`config.mk`:
```
export PLATFORM = sky130hd
export DESIGN_NAME = alu_sequencer
export DESIGN_NICKNAME = d
export VERILOG_FILES = /design/src/rtl/alu_sequencer.sv
export SDC_FILE = /design/constraint.sdc
export NUM_CORES = 1
export LEC_CHECK = 0
export CELL_PAD_IN_SITES_DETAIL_PLACEMENT = 1
export CELL_PAD_IN_SITES_GLOBAL_PLACEMENT = 1
export CORE_UTILIZATION = 41
export DETAILED_ROUTE_END_ITERATION = 6
export PLACE_DENSITY_LB_ADDON = 0.2
export SYNTH_ARGS = -nofsm -noshare
export SYNTH_HDL_FRONTEND = slang
export SYNTH_SLANG_ARGS = --single-unit
```
`constraint.sdc`:
```
create_clock -name CLK -period 3.3 [get_ports CLK]
set_clock_uncertainty 0.15 [all_clocks]
set_input_delay 0.66 -clock CLK [delete_from_list [all_inputs] [get_ports CLK]]
set_output_delay 0.66 -clock CLK [all_outputs]
set_load 0.005 [all_outputs]
```
`src/rtl/alu_sequencer.sv`:
```
// alu_sequencer: sequences single-issue 8-bit ALU instructions over an
// 8-entry register file.
//
// Each instruction is accepted in IDLE. At the accept edge the operands and
// the ALU function are registered. The sequencer then waits ALU_WAIT cycles
// in EXEC and spends one cycle in WB. The ALU result is written to R[RD] at
// the edge that ends WB.
//
// state | meaning
// ------+------------------------------------------------------------------
// IDLE  | ready for an instruction; operand outputs hold their last values
// EXEC  | external ALU settling; wait_cnt counts down to zero
// WB    | DONE (and ERROR if the opcode is illegal); write-back at exit edge
module alu_sequencer #(
    parameter int ALU_WAIT = 1
) (
    input  logic        CLK,
    input  logic        RESET,
    input  logic [31:0] INSTR,
    input  logic        INSTR_VALID,
    output logic        INSTR_READY,
    output logic [7:0]  ALU_DATA1,
    output logic [7:0]  ALU_DATA2,
    output logic [2:0]  ALU_SELECT,
    input  logic [7:0]  ALU_RESULT,
    output logic        DONE,
    output logic        ERROR,
    input  logic [2:0]  DBG_ADDR,
    output logic [7:0]  DBG_DATA
);

    typedef enum logic [1:0] {
        IDLE = 2'd0,
        EXEC = 2'd1,
        WB   = 2'd2
    } state_t;

    localparam logic [3:0] WAIT_LOAD = 4'(ALU_WAIT - 1);

    state_t      state;
    state_t      state_nxt;
    logic [3:0]  wait_cnt;
    logic [2:0]  rd_q;
    logic        illegal_q;
    logic [7:0]  regs [8];

    logic        accept;
    logic [7:0]  op;
    logic [7:0]  rt_val;
    logic [7:0]  rs_val;
    logic [7:0]  imm;
    logic [7:0]  dec_data1;
    logic [7:0]  dec_data2;
    logic [2:0]  dec_select;
    logic        dec_illegal;

    // Bits of the instruction word that carry no field.
    logic        unused_instr_bits;
    assign unused_instr_bits = ^{INSTR[23:19], INSTR[15:11]};

    assign accept = INSTR_VALID && (state == IDLE);
    assign op     = INSTR[31:24];
    assign rt_val = regs[INSTR[10:8]];
    assign rs_val = regs[INSTR[2:0]];
    assign imm    = INSTR[7:0];

    // Decode the presented instruction into ALU operands and function select.
    always_comb begin
        dec_data1   = rt_val;
        dec_data2   = 8'h00;
        dec_select  = 3'b000;
        dec_illegal = 1'b0;
        case (op)
            8'h00: dec_data2 = imm;
            8'h01: dec_data2 = rs_val;
            8'h02: begin
                dec_select = 3'b001;
                dec_data2  = rs_val;
            end
            8'h03: begin
                dec_select = 3'b001;
                dec_data2  = 8'h00 - rs_val;
            end
            8'h04: begin
                dec_select = 3'b010;
                dec_data2  = rs_val;
            end
            8'h05: begin
                dec_select = 3'b011;
                dec_data2  = rs_val;
            end
            default: begin
                dec_illegal = 1'b1;
                dec_data1   = 8'h00;
            end
        endcase
    end

    // Next-state logic for the IDLE -> EXEC -> WB -> IDLE cycle.
    always_comb begin
        state_nxt = state;
        case (state)
            IDLE: if (INSTR_VALID) state_nxt = EXEC;
            EXEC: if (wait_cnt == 4'd0) state_nxt = WB;
            WB:   state_nxt = IDLE;
            default: state_nxt = IDLE;
        endcase
    end

    // State register.
    always_ff @(posedge CLK or posedge RESET) begin
        if (RESET) state <= IDLE;
        else       state <= state_nxt;
    end

    // EXEC down-counter; zero marks the last settling cycle.
    always_ff @(posedge CLK or posedge RESET) begin
        if (RESET) begin
            wait_cnt <= 4'd0;
        end else if (accept) begin
            wait_cnt <= WAIT_LOAD;
        end else if (state == EXEC && wait_cnt != 4'd0) begin
            wait_cnt <= wait_cnt - 4'd1;
        end
    end

    // Capture operands, function and destination at the accept edge. These
    // values are held until the next accept.
    always_ff @(posedge CLK or posedge RESET) begin
        if (RESET) begin
            ALU_DATA1  <= 8'h00;
            ALU_DATA2  <= 8'h00;
            ALU_SELECT <= 3'b000;
            rd_q       <= 3'd0;
            illegal_q  <= 1'b0;
        end else if (accept) begin
            ALU_DATA1  <= dec_data1;
            ALU_DATA2  <= dec_data2;
            ALU_SELECT <= dec_select;
            rd_q       <= INSTR[18:16];
            illegal_q  <= dec_illegal;
        end
    end

    // Register file write-back at the edge that leaves WB.
    always_ff @(posedge CLK or posedge RESET) begin
        if (RESET) begin
            for (int i = 0; i < 8; i++) regs[i] <= 8'h00;
        end else if (state == WB && !illegal_q) begin
            regs[rd_q] <= ALU_RESULT;
        end
    end

    assign INSTR_READY = (state == IDLE);
    assign DONE        = (state == WB);
    assign ERROR       = (state == WB) && illegal_q;
    assign DBG_DATA    = regs[DBG_ADDR];

endmodule

```
==> out/metrics.cfg, run 1 <==
[outcome]
status=finished clean

[setup_path]
cp-end-kind=output port
critPathMaxFanout=8
cp_data_required_time_ns=2.49
start_kind=input port
worstSetupPathType=input port to output port
ff2ff_path_depth=4
worstPathArrival_ns=2.42
r2r-end=regs[15]
worst-r2r-setup-slack_ns=0.92
rr_startpoint=state[1]

[layout]
multi_input_area_um2=2831
drive_gt1_share_pct=37.31
area_growth_pct=25.09
layout.nets=512
final_util_pct=52.55
num_antenna_cells=0
fill_cells=1302
regArea_um2=2302

[yosys]
synth_ff_type=dfrtp_1
synth_edf_count=0
synth_cell_types=50
ys_ff_latch=92
synth_area_per_cell_um2=13.59
ys_seq_area_share_pct=43.43
async_flop_share_pct=100.0
netlist_area_um2=5301
synthCells=390
postSynthNetCount=438
yosys_warnings=0

[detailed_routing]
antenna_left=0
firstDrtPassIters=4
dr_wl_met3_um=755
routed.top_layer=met4
vias_per_cell=5.863
route.detailed.wl_per_inst_um=22.87
drt_iter0_drc=228
finalWirelength_um=14660
met2_length_um=7187
drc=0
vias=3758
wl_met1_um=6440

[power]
p_leak_nw=2.721
ir_drop_v=0.0002032
power_density_nw_per_um2=446.2
power_mw=2.959

[global_routing]
grt_max_degree=39
grt.overflow.total=0
antenna_found_initial=0
grt_pass1_wl_um=23630
track_usage_pct=24.35
grt_pass1_vias=4015

[worst_hold_path]
worstHoldEndpoint=ALU_SELECT[0]
holdPathStages=2
hold_start=ALU_SELECT[0]
hold_class=register to register

[job]
drv_cap=0

[timing]
slew_violations=0
grt_setup_unrepaired=false
min_period_ns=3.234
tightest_slew_ns=0.7055
finalCritPeriodShare_pct=97.99
fmax_mhz=309.2
hold_violations=0
relSlewSlack_pct=52.82
setup_viol=0
timing.final.ws_setup_ns=0.06625

[clock_tree]
cts_tree=built
cts_buffers=9
htree_levels=3
clock_latency_ns=0.35
clock_path_buffers=2
path_clk_slew_ns=0.06
root_buffer=clkbuf_16
clock-sinks=92

[floorplanning]
core_um2=12620
start_util_pct=42.01
dieHeight_um=115.7
ios=76
die-area_um2=13390
fp.dieW_um=115.7
rows=41

[placed_design]
io_buffers=64
post-dp-hpwl_um=10100
gp_congestion=0.8103
post-place-ws_ns=-0.1545

[cell families (layout without fill, tap and decap cells)]
family	after synthesis	in the layout	synth area share, %
compound gates	34	34	4.178
xor+xnor	5	5	0.8262
fa+ha+maj	2	2	0.4720
buf+inv	31	110	3.162
flops	92	92	43.43
mux	137	137	39.20
other cells	1	1	0.07074
simple gates	88	88	8.662
[layout by cell type (no fill, tap or decap), types with 3 or more instances in the layout]
cell type / instances
dfrtp_1: 92
mux2_2: 73
clkdlybuf4s50_1: 62
mux4_2: 48
nand2_1: 33
buf_4: 18
nor2_1: 14
o21ai_0: 14
mux2i_1: 12
nand3_1: 9
clkbuf_16: 9
buf_12: 7
nor2b_1: 5
a21oi_1: 5
mux2i_2: 4
xor2_1: 3
o2bb2ai_1: 3
and3_1: 3
inv_1: 3
[Yosys cell counts, types with 2 or more instances]
master	number	area, um^2
nand3b_1	2	15.01
buf_2	2	10.01
buf_4	2	15.01
buf_6	4	45.04
nand2_1	33	123.9
nor3_1	2	10.01
o2bb2ai_1	3	26.28
or4b_1	2	20.02
nor2_1	14	52.55
clkbuf_1	13	48.80
inv_1	4	15.01
and3_1	3	18.77
mux2i_2	4	55.05
xnor2_1	2	17.52
o21ai_0	14	70.07
nand3_1	9	45.04
dfrtp_1	92	2302
a22oi_1	2	15.01
ha_1	2	25.02
mux2_2	73	822.0
and2_1	2	12.51
nor3b_1	2	15.01
mux2i_1	12	120.1
or4_1	2	15.01
a21oi_1	5	25.02
o221ai_1	2	17.52
mux4_2	48	1081
nor2b_1	5	31.28
buf_1	5	18.77
xor2_1	3	26.28
nand4_1	2	12.51
o31ai_1	2	15.01
[per-stage QoR]
step	instance area [um^2]	TNS, ns	hold slack [ns]	std cells
3_3_place_gp	6274	-0.9327	0.3144	623
4_1_cts	6631	0	0.3294	641
2_1_floorplan	5301	0	0.3003	390
5_1_grt	6631	0	0.3577	641
3_5_place_dp	6274	-1.083	0.3149	623
6_report	6631	0	0.3222	641
[routing by layer]
metal  track usage [%]  vias to the layer above
li1                  -                     1648
met1             32.08                     1989
met2             39.60                      102
met3             4.812                       19
met4             10.09                        0
met5                 0                        -
[timing repair]
action | in CTS | in global routing
setup buffers | 1 | 0
resized for setup | 4 | 0
hold buffers | 0 | 0
setup endpoints to repair | 8 | 0
[flip-flops by register name (all words and copies together), names as in the netlist]
signal and flops:
illegal_q 1, ALU_DATA1 8, ALU_SELECT 2, state 2
wait_cnt 4, rd_q 3, regs 64, ALU_DATA2 8
[report_power, final]
group,leakage (nW),switching [mW],internal [mW]
sequential,1.16,0.0783,1.20
clock,0.149,0.458,0.664
combinational,1.41,0.234,0.322
[how the worst max path moves through the flow]
stage / start / end / depth (start not counted) / slack [ns]
final: DBG_ADDR[0] / DBG_DATA[2] / 5 / 0.07
after global routing: DBG_ADDR[0] / DBG_DATA[2] / 5 / 0.02
after CTS: DBG_ADDR[0] / DBG_DATA[1] / 5 / 0.06
after detailed placement: DBG_ADDR[0] / DBG_DATA[6] / 5 / -0.15
after global placement: DBG_ADDR[0] / DBG_DATA[3] / 5 / -0.14
after floorplan: RESET / ALU_DATA1[0] / 1 / 0.1
[worst max-delay path, stage by stage]
cell and delay (ns):
clkdlybuf4s15_2 0.23, bufbuf_16 0.30, mux4_2 0.50, mux2_2 0.28
clkdlybuf4s50_1 0.44
[area by class of cell]
cell class,count,share of cell area (%)
multi-input cells,267,42.70
flip-flops and latches,92,34.72
repair buffers,90,14.30
clock buffers,10,3.453
well taps,172,3.245
clock inverters,6,1.340
inverters,4,0.2453
(Power assumes the default switching activity.)
==> run 2, diff against run 1 <==
--- a/config.mk
+++ b/config.mk
@@ -5,6 +5,7 @@
 export SDC_FILE = /design/constraint.sdc
 export NUM_CORES = 1
 export LEC_CHECK = 0
+export CAP_MARGIN = 0
 export CELL_PAD_IN_SITES_DETAIL_PLACEMENT = 1
 export CELL_PAD_IN_SITES_GLOBAL_PLACEMENT = 1
 export CORE_UTILIZATION = 41
==> constraint.sdc (replaced) <==
create_clock -name CLK -period 2.7 [get_ports CLK]
set_clock_uncertainty 0.15 [all_clocks]
set_input_delay 0.54 -clock CLK [delete_from_list [all_inputs] [get_ports CLK]]
set_output_delay 0.54 -clock CLK [all_outputs]
set_load 0.005 [all_outputs]
==> run 2 against run 1 <==
- count of clock-buffer cells in the layout shrank 1
- clock power grew 9.8%
- global-route usage shrank 1.3 points
- final area grew 2.1%
- combinational power grew 27%
- utilization grew 1.1 points
- die area is the same
- sequential share of layout area shrank 0.70 points
- worst hold slack gained 0.0069 ns
- via count grew 1.3%
- routed wire length shrank 1.8%
- largest power group unchanged
==> out/metrics.cfg, run 2 (synthesized netlist as in run 1, its figures left out) <==
[outcome]
status=finished clean

[placed_design]
gp_congestion=0.7732
post-place-ws_ns=-0.5061
io_buffers=64
post-dp-hpwl_um=9888

[detailed_routing]
route.detailed.wl_per_inst_um=21.77
vias=3808
firstDrtPassIters=5
vias_per_cell=5.761
drt_iter0_drc=224
finalWirelength_um=14390
antenna_left=0
drc=0

[clock_tree]
htree_levels=3
cts_buffers=9
path_clk_slew_ns=0.07
root_buffer=clkbuf_16
clock-sinks=92
clock_path_buffers=2
clock_latency_ns=0.36
cts_tree=built

[setup_path]
cp-end-kind=output port
rr_startpoint=state[0]
cp_common_cell=dlygate4sd2_1
worstPathArrival_ns=1.96
start_kind=input port
cp-startpoint=DBG_ADDR[1]
crit_chain=dlygate4sd2_1, buf_12, buf_4, mux4_2, mux2_2, dlygate4sd2_1
worst-path-buf-inv=4
worstSetupPathType=input port to output port
max_stage_delay_ns=0.30
critPathMaxFanout=6
cp_data_required_time_ns=2.01
critPathTopFamily=buffers and inverters
cp_slowest_cell=mux4_2

[power]
power_density_nw_per_um2=516.6
ir_drop_v=0.0002413
power_mw=3.496
p_leak_nw=2.831

[global_routing]
grt_max_degree=93
grt.overflow.total=0
grt_pass1_vias=3993
antenna_found_initial=0
grt_pass1_wl_um=22550
track_usage_pct=23.07

[floorplanning]
die-area_um2=13390
dieHeight_um=115.7
core_um2=12620
start_util_pct=42.01
ios=76
rows=41
fp.dieW_um=115.7

[layout]
drive_gt1_share_pct=40.29
largestRegisters=regs x64, ALU_DATA1 x8, ALU_DATA2 x8
num_antenna_cells=0
final_cell_mix=dfrtp_1 (92), mux2_2 (73), clkdlybuf4s50_1 (53), mux4_2 (48), buf_4 (36)
area_growth_pct=27.66
regMostFlops=regs
final_common_cell=dfrtp_1
largest_reg_flops=64
layout.nets=532

[timing]
finalCritPeriodShare_pct=98.16
timing.final.ws_setup_ns=0.04958
relSlewSlack_pct=60.18
grt_setup_unrepaired=false
min_period_ns=2.650
setup_viol=0
slew_violations=0
fmax_mhz=377.3
tightest_slew_ns=0.5959
hold_violations=0

[worst_hold_path]
hold_start=ALU_SELECT[0]
hold_class=register to register

[job]
drv_cap=0

-- run 2: cell types whose count changed in the layout (fill, tap and decap cells not counted), moves of 2 or more --
cell / previous run / this run
buf_4: 18 / 36
bufinv_16: 2 / 0
clkdlybuf4s50_1: 62 / 53
clkinv_2: 2 / 0
dlygate4sd2_1: 1 / 9
inv_6: 0 / 3
-- run 2: per-stage QoR --
| step | hold slack, ns | setup TNS, ns | utilization [%] | instance area, um^2 | cells |
|---|---|---|---|---|---|
| detailed placement | 0.3232 | -5.846 | 50.90 | 6424 | 641 |
| floorplan | 0.3003 | 0 | - | 5308 | 390 |
| global route | 0.3630 | 0 | 53.63 | 6768 | 661 |
| CTS | 0.3385 | 0 | 53.24 | 6719 | 658 |
| finish | 0.3291 | 0 | 53.63 | 6768 | 661 |
| global placement | 0.3168 | -5.242 | 50.90 | 6424 | 641 |
-- run 2: tightest hold or removal path: cells and delay by family (launching register included) --
family | cells | cell delay (ns)
simple gates | 1 | 0.05
flops | 1 | 0.34
compound gates | 1 | 0.06
-- run 2: area by class of cell --
type                            instances  area, um^2
Fill cell                            1279        5852
Multi-Input combinational cell        267        2838
Sequential cell                        92        2302
Timing Repair Buffer                  110        1110
Clock buffer                            9       225.2
Tap cell                              172       215.2
Clock inverter                          7       58.81
Inverter                                4       18.77
-- run 2: power by group --
group          total (mW)  internal, mW  switching (mW)
clock network        1.23         0.637           0.589
logic               0.704         0.415           0.290
registers            1.57          1.47          0.0958
-- run 2: repair_timing --
item / in CTS / in global routing
gates resized for setup: 15 / 2
cloned: 1 / 1
pin swaps: 0 / 0
setup endpoints to repair: 8 / 5
buffers inserted: 0 / 2
hold buffers: 0 / 0
-- run 2: worst paths after layout --
path / to / slack, ns / cells past startpoint
setup / recovery: DBG_DATA[2] / 0.05 / 6
hold / removal: ALU_SELECT[0] / 0.33 / 2
setup reg to reg: ALU_DATA2[7] / 0.44 / 5
hold reg to reg: ALU_SELECT[0] / 0.33 / 2
max in group asynchronous: ALU_DATA2[5] / 1.47 / 3
min in group asynchronous: regs[16] / 0.53 / 3
-- run 2: routing by layer --
| metal | track usage [%] | vias to the layer above | part of all wire [%] |
|---|---|---|---|
| li1 | - | 1681 | - |
| met2 | 37.49 | 97 | 50 |
| met4 | 8.889 | 0 | 1.6 |
| met3 | 2.981 | 15 | 4.1 |
| met1 | 31.72 | 2015 | 44 |
| met5 | 0 | - | 0 |
